**src/rtl/lc3b_mc_alu_if.sv**
```systemverilog
// Request/response bus of the multicycle LC-3b ALU.
// Handshake: a transfer happens on a rising clk edge where valid && ready; senders hold payload stable while valid && !ready.
interface lc3b_mc_alu_if #(
   parameter int WIDTH = 16
);
   logic             req_valid;
   logic             req_ready;
   logic [3:0]       aluop;
   logic [WIDTH-1:0] a;
   logic [WIDTH-1:0] b;
   logic             resp_valid;
   logic             resp_ready;
   logic [WIDTH-1:0] result;
   logic             illegal;
   logic             busy;
   logic [1:0]       state_dbg;

   modport master (
      output req_valid, aluop, a, b, resp_ready,
      input  req_ready, resp_valid, result, illegal, busy, state_dbg
   );

   modport slave (
      input  req_valid, aluop, a, b, resp_ready,
      output req_ready, resp_valid, result, illegal, busy, state_dbg
   );
endinterface

```
**src/rtl/lc3b_mc_alu.sv**
```systemverilog
// Multicycle ALU: single-cycle logic/arith ops, bit-serial shifts and a shift-add multiplier.
// Operands are captured on accept; the result register doubles as the shift/accumulate register.
module lc3b_mc_alu #(
   parameter int WIDTH   = 16,
   parameter int SHIFT_W = $clog2(WIDTH)
) (
   input logic               clk,
   input logic               reset,
   lc3b_mc_alu_if.slave      bus
);
   localparam int CNT_W = $clog2(WIDTH + 1);

   localparam logic [3:0] OP_ADD  = 4'd0;
   localparam logic [3:0] OP_AND  = 4'd1;
   localparam logic [3:0] OP_NOT  = 4'd2;
   localparam logic [3:0] OP_PASS = 4'd3;
   localparam logic [3:0] OP_SLL  = 4'd4;
   localparam logic [3:0] OP_SRL  = 4'd5;
   localparam logic [3:0] OP_SRA  = 4'd6;
   localparam logic [3:0] OP_SUB  = 4'd7;
   localparam logic [3:0] OP_XOR  = 4'd8;
   localparam logic [3:0] OP_MUL  = 4'd9;

   typedef enum logic [1:0] {
      IDLE = 2'd0,
      EXEC = 2'd1,
      DONE = 2'd2
   } state_t;

   state_t           state;
   logic [CNT_W-1:0] cnt;
   logic [3:0]       op_code;
   logic [WIDTH-1:0] op_a;
   logic [WIDTH-1:0] op_b;
   logic [WIDTH-1:0] result_q;
   logic             illegal_q;
   logic [SHIFT_W-1:0] shamt;

   assign shamt = bus.b[SHIFT_W-1:0];

   always_ff @(posedge clk) begin
      if (reset) begin
         state     <= IDLE;
         cnt       <= '0;
         op_code   <= '0;
         op_a      <= '0;
         op_b      <= '0;
         result_q  <= '0;
         illegal_q <= 1'b0;
      end else begin
         case (state)
            IDLE: begin
               if (bus.req_valid) begin
                  op_code   <= bus.aluop;
                  op_a      <= bus.a;
                  op_b      <= bus.b;
                  illegal_q <= 1'b0;
                  state     <= DONE;
                  case (bus.aluop)
                     OP_ADD:  result_q <= bus.a + bus.b;
                     OP_AND:  result_q <= bus.a & bus.b;
                     OP_NOT:  result_q <= ~bus.a;
                     OP_PASS: result_q <= bus.a;
                     OP_SUB:  result_q <= bus.a - bus.b;
                     OP_XOR:  result_q <= bus.a ^ bus.b;
                     OP_SLL, OP_SRL, OP_SRA: begin
                        // A zero amount skips EXEC entirely.
                        result_q <= bus.a;
                        if (shamt != '0) begin
                           cnt   <= CNT_W'(shamt);
                           state <= EXEC;
                        end
                     end
                     OP_MUL: begin
                        result_q <= '0;
                        cnt      <= CNT_W'(WIDTH);
                        state    <= EXEC;
                     end
                     default: begin
                        result_q  <= '0;
                        illegal_q <= 1'b1;
                     end
                  endcase
               end
            end
            EXEC: begin
               case (op_code)
                  OP_SLL: result_q <= {result_q[WIDTH-2:0], 1'b0};
                  OP_SRL: result_q <= {1'b0, result_q[WIDTH-1:1]};
                  OP_SRA: result_q <= {result_q[WIDTH-1], result_q[WIDTH-1:1]};
                  OP_MUL: begin
                     if (op_b[0]) result_q <= result_q + op_a;
                     op_a <= {op_a[WIDTH-2:0], 1'b0};
                     op_b <= {1'b0, op_b[WIDTH-1:1]};
                  end
                  default: result_q <= result_q;
               endcase
               if (cnt != '0) cnt <= cnt - CNT_W'(1);
               if (cnt <= CNT_W'(1)) state <= DONE;
            end
            DONE: begin
               if (bus.resp_ready) state <= IDLE;
            end
            default: state <= IDLE;
         endcase
      end
   end

   assign bus.req_ready  = (state == IDLE);
   assign bus.resp_valid = (state == DONE);
   assign bus.busy       = (state != IDLE);
   assign bus.result     = result_q;
   assign bus.illegal    = illegal_q;
   assign bus.state_dbg  = state;
endmodule

```
**src/flat_wrapper.sv**
```systemverilog
// flat-port wrapper written by rule: the top's interface ports become plain ports
module lc3b_mc_alu_flat 
#(
   parameter int WIDTH   = 16,
   parameter int SHIFT_W = $clog2(WIDTH)
)
  (clk, reset, bus_req_valid, bus_aluop, bus_a, bus_b, bus_resp_ready, bus_req_ready, bus_resp_valid, bus_result, bus_illegal, bus_busy, bus_state_dbg);
  lc3b_mc_alu_if #(.WIDTH(WIDTH)) bus_i ();
  input logic clk;
  input logic reset;
  input wire logic [$bits(bus_i.req_valid)-1:0] bus_req_valid;
  input wire logic [$bits(bus_i.aluop)-1:0] bus_aluop;
  input wire logic [$bits(bus_i.a)-1:0] bus_a;
  input wire logic [$bits(bus_i.b)-1:0] bus_b;
  input wire logic [$bits(bus_i.resp_ready)-1:0] bus_resp_ready;
  output wire logic [$bits(bus_i.req_ready)-1:0] bus_req_ready;
  output wire logic [$bits(bus_i.resp_valid)-1:0] bus_resp_valid;
  output wire logic [$bits(bus_i.result)-1:0] bus_result;
  output wire logic [$bits(bus_i.illegal)-1:0] bus_illegal;
  output wire logic [$bits(bus_i.busy)-1:0] bus_busy;
  output wire logic [$bits(bus_i.state_dbg)-1:0] bus_state_dbg;
  assign bus_i.req_valid = bus_req_valid;
  assign bus_i.aluop = bus_aluop;
  assign bus_i.a = bus_a;
  assign bus_i.b = bus_b;
  assign bus_i.resp_ready = bus_resp_ready;
  assign bus_req_ready = bus_i.req_ready;
  assign bus_resp_valid = bus_i.resp_valid;
  assign bus_result = bus_i.result;
  assign bus_illegal = bus_i.illegal;
  assign bus_busy = bus_i.busy;
  assign bus_state_dbg = bus_i.state_dbg;
  lc3b_mc_alu #(.WIDTH(WIDTH), .SHIFT_W(SHIFT_W)) u_core (.clk(clk), .reset(reset), .bus(bus_i));
endmodule
```
**config.mk**
```make
export PLATFORM = sky130hd
export DESIGN_NAME = lc3b_mc_alu_flat
export DESIGN_NICKNAME = d
export VERILOG_FILES = /design/src/rtl/lc3b_mc_alu_if.sv /design/src/rtl/lc3b_mc_alu.sv /design/src/flat_wrapper.sv
export SDC_FILE = /design/constraint.sdc
export NUM_CORES = 1
export LEC_CHECK = 0
export CORE_MARGIN = 2
export CORE_UTILIZATION = 59
export DETAILED_ROUTE_END_ITERATION = 10
export PLACE_DENSITY_LB_ADDON = 0.12
export SYNTH_ARGS = -nofsm -noshare
export SYNTH_HDL_FRONTEND = slang
export SYNTH_SLANG_ARGS = --single-unit
export TNS_END_PERCENT = 5
```
**constraint.sdc**
```tcl
create_clock -name clk -period 5.23 [get_ports clk]
set_input_delay 1.046 -clock clk [delete_from_list [all_inputs] [get_ports clk]]
set_output_delay 1.046 -clock clk [all_outputs]
set_load 0.02 [all_outputs]
```
==> results of run 1 <==
synth_stat cells (7+ instances only):
library cell / number / area share [%]
nor3_1: 12 / 1.1
a221oi_1: 7 / 1.1
nand2b_1: 12 / 1.3
clkbuf_1: 29 / 1.9
o22ai_1: 16 / 1.8
o31ai_1: 7 / 0.94
a21oi_1: 53 / 4.7
a311oi_1: 32 / 5.0
buf_2: 8 / 0.71
nor2_1: 80 / 5.4
nor2b_1: 9 / 1.0
inv_1: 21 / 1.4
dfxtp_1: 60 / 21
ha_1: 50 / 11
o21ai_0: 41 / 3.7
nand3_1: 16 / 1.4
a22oi_1: 22 / 2.9
a21o_1: 11 / 1.5
xnor2_1: 19 / 3.0
a211oi_1: 18 / 2.4
xor2_1: 17 / 2.7
buf_1: 7 / 0.47
a31oi_1: 11 / 1.2
nand2_1: 94 / 6.3
and2_1: 7 / 0.78
layout make-up:
type,instances,share of cell area (%)
clock buffers,12,2.24
clock inverters,4,1.12
inverters,21,1.22
multi-input cells,625,63.8
flip-flops and latches,60,18.6
well taps,129,2.49
repair buffers,71,10.5
routing by layer:
layer,GRT usage (%),up-vias,share of wire (%)
met5,0,-,0
met4,10.7,0,2.6
met3,4.28,41,6.9
met2,57.9,276,47
met1,48.8,2839,44
li1,-,2891,-
stage by stage:
stage          setup slack [ns]  hold WS [ns]
2_1_floorplan              1.35         0.448
6_report                  0.887         0.469
4_1_cts                   0.922         0.470
3_3_place_gp              0.656         0.442
3_5_place_dp              0.555         0.460
5_1_grt                   0.653         0.494
power by group through the flow:
| stage | logic, W | clock network [W] | registers (W) |
|---|---|---|---|
| 2_1_floorplan | 0.000375 | 0 | 0.000553 |
| 3_3_place_gp | 0.000543 | 0 | 0.000552 |
| 3_5_place_dp | 0.000556 | 0 | 0.000554 |
| 4_1_cts | 0.000559 | 0.000489 | 0.000544 |
| 5_1_grt | 0.000626 | 0.000511 | 0.000550 |
| 6_report | 0.000569 | 0.000488 | 0.000546 |
registers in the layout, indices dropped and copies added (netlist names):
register,flops
u_core.cnt,5
u_core.bus.illegal,1
u_core.bus.result,16
u_core.op_b,16
u_core.op_code,4
u_core.op_a,16
u_core.bus.state_dbg,2
how the worst max path moves through the flow:
stage / startpoint / to / depth (start not counted)
after global placement: bus_aluop[2] / u_core.bus.result[9] / 12
final: bus_aluop[2] / u_core.bus.result[9] / 12
after global routing: bus_aluop[2] / u_core.bus.result[9] / 12
after CTS: bus_aluop[2] / u_core.bus.result[9] / 12
after detailed placement: bus_aluop[2] / u_core.bus.result[9] / 12
after floorplan: bus_aluop[1] / u_core.bus.result[9] / 15
worst register-to-register path, delay by kind of cell, from the launching register on:
kind / cells / cell delay [ns]
flops: 1 / 0.52
simple gates: 3 / 2.01
compound gates: 2 / 0.43
cell families (layout without fill, tap and decap cells):
| family | Yosys count | in the layout |
|---|---|---|
| multiplexers | 5 | 5 |
| adder cells (fa/ha/maj) | 52 | 52 |
| AO/OA/AOI/OAI | 262 | 262 |
| buffers and inverters | 68 | 108 |
| flip-flops | 60 | 60 |
| AND/OR/NAND/NOR | 269 | 269 |
| XOR/XNOR | 37 | 37 |
==> results.sh, run 1 <==
export IMPL_final_period_utilization_pct=83.0
export IMPL_rr_worst_depth=5
export IMPL_cp_cell_sequence="clkdlybuf4s50_1 > and4b_1 > nor2_1 > xnor2_1 > ha_1 > a21oi_1 > nor3b_2 > a211oi_1 > or3_1 > a31o_2 > a22o_1 > o2bb2ai_1"
export IMPL_syn_area_per_cell_sq_um=7.45
export IMPL_cts_resized=0
export IMPL_holdPathStages=2
export IMPL_rsz0062_at_grt="no"
export IMPL_required_ns=5.46
export IMPL_fp_dieW_microns=101
export IMPL_ir_worst_vdd_mv=0.149
export IMPL_grtUsageTotal_pct=35.4
export IMPL_critical_path_buf_inv_count=1
export IMPL_final_cell_mix="93 x nand2_1, 80 x nor2_1, 60 x clkdlybuf4s50_1, 60 x dfxtp_1, 53 x a21oi_1"
export IMPL_synth_edf_count=0
export IMPL_routed_via_density=6.56
export IMPL_seq_area_frac_synth_pct=21.4
export IMPL_p_int_w=0.00102
export IMPL_clock_latency_ns=0.35
export IMPL_pin_count=62
export IMPL_area_delta_synth_final_pct=15.4
export IMPL_pwr_share_comb_pct=35.5
export IMPL_num_rows=35
export IMPL_max_freq_mhz=230
export IMPL_final_common_cell="nand2_1"
export IMPL_cp_end_kind="flop"
export IMPL_synth_flop_cell="dfxtp_1"
export IMPL_antenna_found_initial=0
export IMPL_dieArea_sq_um=10300
export IMPL_portBuffers=61
export IMPL_cts_hold_repair_buffers=0
export IMPL_synth_seq_cells=60
export IMPL_cts_path_max_buffers=2
export IMPL_crit_type="input pin to flop"
export IMPL_min_period_ns=4.34
export IMPL_final_antenna_net_count=0
export IMPL_core_sq_um=9240
export IMPL_routedWlPerCell_microns=19.4
export IMPL_drc=0
export IMPL_max_slew_margin_rel_pct=26.7
export IMPL_num_nets_final=880
export IMPL_fin_tns_setup_ns=0
export IMPL_synth_xor_xnor_area_share_pct=5.91
export IMPL_synth_compound_area_share_pct=32.0
export IMPL_whs_endpoint="u_core.bus.illegal"
export IMPL_synth_nets=845
export IMPL_drtIter0Drc=555
export IMPL_clk_pin_slew_ns=0.07
export IMPL_hold_violations=0
export IMPL_finClkSkew_ns=0.00824
export IMPL_setup_viol=0
export IMPL_grt_max_degree=61
export IMPL_cellLeakagePower_nw=2.58
export IMPL_status="finished clean"
export IMPL_post_dp_hpwl_mm=13.1
export IMPL_final_area_sq_um=6470
export IMPL_slew_viol_final=0
export IMPL_place_congestion=0.969
export IMPL_cts_sinks=60
export IMPL_dpl_cell_area_sq_um=6250
export IMPL_final_instance_count_excl_fill=922
export IMPL_critPathArrivalTime_ns=4.57
export IMPL_r2r_start="u_core.bus.state_dbg[1]"
export IMPL_synthCells=753
export IMPL_start_util_pct=60.7
export IMPL_vias=6047
export IMPL_first_pass_iters=5
export IMPL_tritoncts="done"
export IMPL_r2r_slack_ns=2.16
export IMPL_power_frac_seq_pct=34.0
export IMPL_critPathMaxStageDelay_ns=0.76
export IMPL_synthSimpleGateAreaFrac_pct=22.9
export IMPL_synth_cell_area_sq_um=5610
export IMPL_cp_start_kind="input pin"
export IMPL_cts_made_buffers=9
export IMPL_finalPower_w=0.00160
export IMPL_root_buffer="clkbuf_8"
export IMPL_hold_path_class="flop to flop"
export IMPL_worst_pin_slew_ns=1.10
export IMPL_grt_overflow=0
export IMPL_synth_mux_area_share_pct=0.892
export IMPL_cts_setup_buffers=0
export IMPL_min_from="u_core.bus.illegal"
export IMPL_maxCapViolations=0
export IMPL_multiInputGateArea_sq_um=4130
export IMPL_layout_drive_gt1_share_pct=5.17
export IMPL_final_core_util_pct=70.0
export IMPL_seq_area_sq_um=1200
export IMPL_yosysWarnings=0
export IMPL_grt_pass1_wl_mm=28.6
export IMPL_dp_cells=906
export IMPL_grt_pass1_vias=5516
export IMPL_fill_cells=817
export IMPL_power_density_nw_per_um2=248
export IMPL_sw_frac_of_total_pct=36.3
export IMPL_clkPwrFrac_pct=30.5
export IMPL_synth_async_sr_flop_share_pct=0
export IMPL_synth_distinct_cells=72
export IMPL_p_switching_w=0.000583
export IMPL_n_antenna_cell=0
export IMPL_synth_top_family_by_area="compound AO/OA/AOI/OAI gates"
export IMPL_crit_fanout=15
export IMPL_dieHeight_microns=101
export IMPL_cp_top_family="simple AND/OR/NAND/NOR gates"
export IMPL_slowest_stage="clkdlybuf4s50_1"
export IMPL_wl_mm=17.9
export IMPL_htreeDepth=3
export IMPL_r2r_end="u_core.bus.result[15]"
export IMPL_synth_adder_area_share_pct=11.9
Power figures use the tool's default switching activity.
==> run 2, diff against run 1 <==
--- a/config.mk
+++ b/config.mk
@@ -6,7 +6,7 @@
 export NUM_CORES = 1
 export LEC_CHECK = 0
 export CORE_MARGIN = 2
-export CORE_UTILIZATION = 59
+export CORE_UTILIZATION = 52
 export DETAILED_ROUTE_END_ITERATION = 10
 export PLACE_DENSITY_LB_ADDON = 0.12
 export SYNTH_ARGS = -nofsm -noshare
==> constraint.sdc (replaced) <==
create_clock -name clk -period 3.55 [get_ports clk]
set_input_delay 0.71 -clock clk [delete_from_list [all_inputs] [get_ports clk]]
set_output_delay 0.71 -clock clk [all_outputs]
set_load 0.02 [all_outputs]
==> run 2 against run 1 <==
Largest power group unchanged. Total power is 51% higher. Global-route usage is 1.5 points lower. Register-to-register slack worse by 1.4 ns. Die area is 13% higher. Utilization is 2.4 points lower. Critical path depth is 3 higher. Sequential share of layout area is 1.5 points lower. Final area is 8.8% higher. Worst hold slack worse by 0.017 ns. Highest routed layer unchanged. Count of clock-buffer cells in the layout is 3 lower. Sequential power is 47% higher.
==> results.sh, run 2 (synthesis results as in run 1) <==
export IMPL_status="finished clean"
export IMPL_final_period_utilization_pct=99.4
export IMPL_hold_violations=0
export IMPL_worst_pin_slew_ns=0.778
export IMPL_maxCapViolations=0
export IMPL_clock_latency_ns=0.37
export IMPL_max_slew_margin_rel_pct=46.8
export IMPL_htreeDepth=3
export IMPL_critPathArrivalTime_ns=3.75
export IMPL_fp_dieW_microns=108
export IMPL_hold_path_class="flop to flop"
export IMPL_area_delta_synth_final_pct=25.6
export IMPL_cp_start_kind="input pin"
export IMPL_root_buffer="clkbuf_8"
export IMPL_cts_setup_buffers=0
export IMPL_min_period_ns=3.53
export IMPL_vias=6325
export IMPL_slowest_stage="or4_4"
export IMPL_power_density_nw_per_um2=343
export IMPL_ir_worst_vdd_mv=0.271
export IMPL_grt_max_degree=45
export IMPL_cts_made_buffers=9
export IMPL_multiInputGateArea_sq_um=4200
export IMPL_antenna_found_initial=0
export IMPL_cellLeakagePower_nw=2.91
export IMPL_final_cell_mix="93 x nand2_1, 80 x nor2_1, 76 x buf_4"
export IMPL_cp_end_kind="flop"
export IMPL_whs_ns=0.452
export IMPL_final_common_cell="nand2_1"
export IMPL_n_antenna_cell=0
export IMPL_start_util_pct=53.8
export IMPL_post_dp_hpwl_mm=14.8
export IMPL_place_congestion=0.958
export IMPL_final_antenna_net_count=0
export IMPL_drtIter0Drc=533
export IMPL_layout_drive_gt1_share_pct=14.3
export IMPL_cts_sinks=60
export IMPL_final_core_util_pct=67.6
export IMPL_grt_pass1_wl_mm=30.3
export IMPL_rsz0062_at_grt="yes"
export IMPL_wl_mm=19.4
export IMPL_fill_cells=903
export IMPL_crit_fanout=3
export IMPL_core_sq_um=10400
export IMPL_cts_path_max_buffers=2
export IMPL_dieArea_sq_um=11600
export IMPL_drc=0
export IMPL_num_rows=37
export IMPL_critPathMaxStageDelay_ns=0.59
export IMPL_seq_area_sq_um=1200
export IMPL_cp_cell_sequence="clkdlybuf4s50_1 > or4_4 > nor4_4 > buf_4 > a21oi_1 > xnor2_1 > ha_2 > buf_4 > nor2_1 > mux2i_1 > o22a_1 > o21ai_0 > a22o_1 > a31oi_2 > o32ai_2"
export IMPL_clk_pin_slew_ns=0.07
export IMPL_grt_pass1_vias=5799
export IMPL_max_freq_mhz=283
export IMPL_tritoncts="done"
export IMPL_num_nets_final=947
export IMPL_crit_type="input pin to flop"
export IMPL_finClkSkew_ns=0.0123
export IMPL_grt_overflow=0
export IMPL_first_pass_iters=7
export IMPL_required_ns=3.77
export IMPL_routedWlPerCell_microns=19.5
export IMPL_grtUsageTotal_pct=33.8
export IMPL_portBuffers=61
export IMPL_crit_path_frequent_cell="buf_4"
export IMPL_pin_count=62
export IMPL_slew_viol_final=0
export IMPL_dieHeight_microns=108
export IMPL_routed_via_density=6.35
export IMPL_setup_viol=0
==> run 2: changes by cell type in the layout (fill, tap and decap cells not counted), sizes merged <==
cell	before	now
buf	11	78
clkbuf	12	9
clkinv	1	3
bufinv	2	1
clkinvlp	1	2
inv	21	22
==> run 2: cell type report <==
| cell class | instances | share of cell area [%] |
|---|---|---|
| repair buffers | 138 | 17.0 |
| flip-flops and latches | 60 | 17.1 |
| well taps | 136 | 2.42 |
| clock buffers | 9 | 1.76 |
| inverters | 21 | 1.12 |
| multi-input cells | 625 | 59.6 |
| clock inverters | 7 | 1.08 |
==> run 2: critical path: cells and delay by family <==
family	cells	cell delay (ns)
muxes	1	0.17
AOI/OAI and AO/OA	6	0.85
buffers and inverters	3	0.72
adders and majority gates	1	0.23
xor gates and xnor gates	1	0.16
and+or+nand+nor	3	0.92
==> run 2: per-layer routing <==
layer / global-route usage (%) / vias to the layer above / part of all wire [%]
li1: - / 3030 / -
met2: 55.3 / 258 / 46
met4: 13.5 / 0 / 3.4
met5: 0 / - / 0
met1: 44.6 / 2991 / 44
met3: 5.08 / 46 / 6.2
==> run 2: where the power goes <==
part	internal [W]	leakage (nW)	switching, W	total (W)
combinational	0.000434	2.32	0.000526	0.000960
clock	0.000327	0.0958	0.000327	0.000654
sequential	0.000735	0.495	0.0000671	0.000802
total	0.00150	2.91	0.000920	0.00242
==> run 2: timing repair <==
action	in CTS	in global routing
pin swaps	0	2
resized for setup	1	19
hold buffers	0	0
setup endpoints to repair	1	8
==> run 2: worst paths after layout <==
check | startpoint | endpoint | slack, ns | cells past startpoint
setup reg to reg | u_core.bus.result[4] | u_core.bus.result[11] | 0.79 | 9
hold reg to reg | u_core.bus.illegal | u_core.bus.illegal | 0.45 | 2
setup / recovery | bus_b[6] | u_core.bus.result[14] | 0.02 | 15
hold / removal | u_core.bus.illegal | u_core.bus.illegal | 0.45 | 2
==> run 2: through the flow <==
stage | instance area (sq um) | TNS [ns] | setup WS [ns] | power [W] | instances
CTS | 6980 | 0 | 0.00515 | 0.00239 | 996
floorplan | 5610 | 0 | 0.00570 | 0.00137 | 753
global route | 7040 | -0.133 | -0.0615 | 0.00255 | 996
global placement | 6780 | -2.18 | -0.360 | 0.00171 | 980
finish | 7040 | 0 | 0.0215 | 0.00242 | 996
detailed placement | 6780 | -2.81 | -0.450 | 0.00174 | 980
==> run 3, diff against run 2 <==
--- a/config.mk
+++ b/config.mk
@@ -6,8 +6,9 @@
 export NUM_CORES = 1
 export LEC_CHECK = 0
 export CORE_MARGIN = 2
-export CORE_UTILIZATION = 52
+export CORE_UTILIZATION = 59
 export DETAILED_ROUTE_END_ITERATION = 10
+export DONT_BUFFER_PORTS = 1
 export PLACE_DENSITY_LB_ADDON = 0.12
 export SYNTH_ARGS = -nofsm -noshare
 export SYNTH_HDL_FRONTEND = slang
==> run 3 against run 2 <==
Flip-flop and latch count unchanged. Critical endpoint is now u_core.bus.result[15]. Final area fell by 16%. Critical path type unchanged. Wire length down 7.0%.
==> results.sh, run 3 (synthesis results as in run 1) <==
export IMPL_crit_type="input pin to flop"
export IMPL_area_delta_synth_final_pct=5.51
export IMPL_critPathArrivalTime_ns=3.46
export IMPL_dieHeight_microns=101
export IMPL_n_antenna_cell=0
export IMPL_max_slew_margin_rel_pct=48.2
export IMPL_num_nets_final=826
export IMPL_grtUsageTotal_pct=35.4
export IMPL_first_pass_iters=5
export IMPL_crit_fanout=5
export IMPL_drt_met1_wl_mm=7.51
export IMPL_maxCapViolations=0
export IMPL_whs_ns=0.416
export IMPL_tritoncts="done"
export IMPL_routed_via_density=6.79
export IMPL_grt_overflow=0
export IMPL_seq_area_sq_um=1200
export IMPL_ir_worst_vdd_mv=0.175
export IMPL_final_instance_count_excl_fill=868
export IMPL_cts_hold_repair_buffers=0
export IMPL_hold_violations=0
export IMPL_multiInputGateArea_sq_um=4140
export IMPL_routedWlPerCell_microns=20.8
export IMPL_fin_tns_setup_ns=0
export IMPL_setup_ws_ns=0.346
export IMPL_wl_mm=18.1
export IMPL_wl_met2_mm=8.16
export IMPL_cts_setup_buffers=0
export IMPL_clock_latency_ns=0.36
export IMPL_min_period_ns=3.20
export IMPL_root_buffer="clkbuf_8"
export IMPL_portBuffers=0
export IMPL_cts_path_max_buffers=2
export IMPL_highest_signal_layer="met4"
export IMPL_num_rows=35
export IMPL_required_ns=3.81
export IMPL_final_common_cell="nand2_1"
export IMPL_htreeDepth=3
export IMPL_route_met3_wl_mm=1.87
export IMPL_max_freq_mhz=312
export IMPL_dp_cells=852
export IMPL_core_sq_um=9240
export IMPL_cts_made_buffers=9
export IMPL_final_period_utilization_pct=90.3
export IMPL_place_congestion=0.976
export IMPL_start_util_pct=60.7
export IMPL_drc=0
export IMPL_setup_viol=0
export IMPL_rsz0062_at_grt="no"
export IMPL_slew_viol_final=0
export IMPL_layout_drive_gt1_share_pct=6.63
export IMPL_fp_dieW_microns=101
export IMPL_cellLeakagePower_nw=2.38
export IMPL_fill_cells=862
export IMPL_status="finished clean"
export IMPL_post_dp_hpwl_mm=13.4
export IMPL_drtIter0Drc=479
export IMPL_cp_end_kind="flop"
export IMPL_worst_pin_slew_ns=0.775
export IMPL_final_antenna_net_count=0
export IMPL_vias=5894
export IMPL_power_density_nw_per_um2=369
export IMPL_grt_max_degree=60
export IMPL_finClkSkew_ns=0.0103
export IMPL_r2r_slack_ns=0.76
export IMPL_grt_pass1_vias=5451
export IMPL_final_cell_mix="93 x nand2_1, 80 x nor2_1, 60 x dfxtp_1"
export IMPL_place_ws_ns=0.0245
export IMPL_hold_path_class="input pin to flop"
export IMPL_pin_count=62
export IMPL_final_core_util_pct=64.0
export IMPL_grt_pass1_wl_mm=28.4
export IMPL_clk_pin_slew_ns=0.08
export IMPL_cts_resized=0
export IMPL_cp_start_kind="input pin"
export IMPL_dieArea_sq_um=10300
export IMPL_cts_sinks=60
export IMPL_antenna_found_initial=0
run 3: metal layers:
layer  track usage (%)  vias to the layer above
met5                 0                        -
met4              14.4                        0
met3              8.35                       37
met2              55.7                      322
met1              46.6                     2763
li1                  -                     2772
run 3: path summary, 6_finish.rpt:
kind	start	endpoint	depth (start not counted)
setup / recovery	bus_b[6]	u_core.bus.result[15]	11
hold / removal	reset	u_core.bus.result[5]	1
setup reg to reg	u_core.bus.state_dbg[1]	u_core.bus.result[15]	6
hold reg to reg	u_core.op_b[15]	u_core.op_b[15]	2
run 3: where the power goes:
| group | internal [W] | switching, W | total [W] | leakage (nW) |
|---|---|---|---|---|
| sequential | 0.000734 | 0.0000960 | 0.000830 | 0.495 |
| clock | 0.000328 | 0.000337 | 0.000665 | 0.104 |
| combinational | 0.000290 | 0.000397 | 0.000687 | 1.79 |
| total | 0.00135 | 0.000830 | 0.00218 | 2.38 |
run 3: critical path: stages:
cell and delay [ns]:
or4_4 0.56, o21ai_0 0.22, xor2_1 0.20, ha_1 0.30
a21o_1 0.19, a21oi_1 0.38, nand3_1 0.12, o21ai_0 0.22
xnor2_1 0.16, a211oi_1 0.10, a221oi_1 0.30
run 3: through the flow:
stage                     instance area [sq um]  power [W]
after floorplan                            5610    0.00137
after global placement                     5720    0.00149
after detailed placement                   5720    0.00152
after CTS                                  5920    0.00217
after global routing                       5920    0.00230
final                                      5920    0.00218
run 3: final cells by class:
cell class	count	area share, %
clock inverters	7	1.27
inverters	21	1.33
multi-input cells	625	69.9
well taps	129	2.73
flip-flops and latches	60	20.3
clock buffers	9	2.09
repair buffers	17	2.37
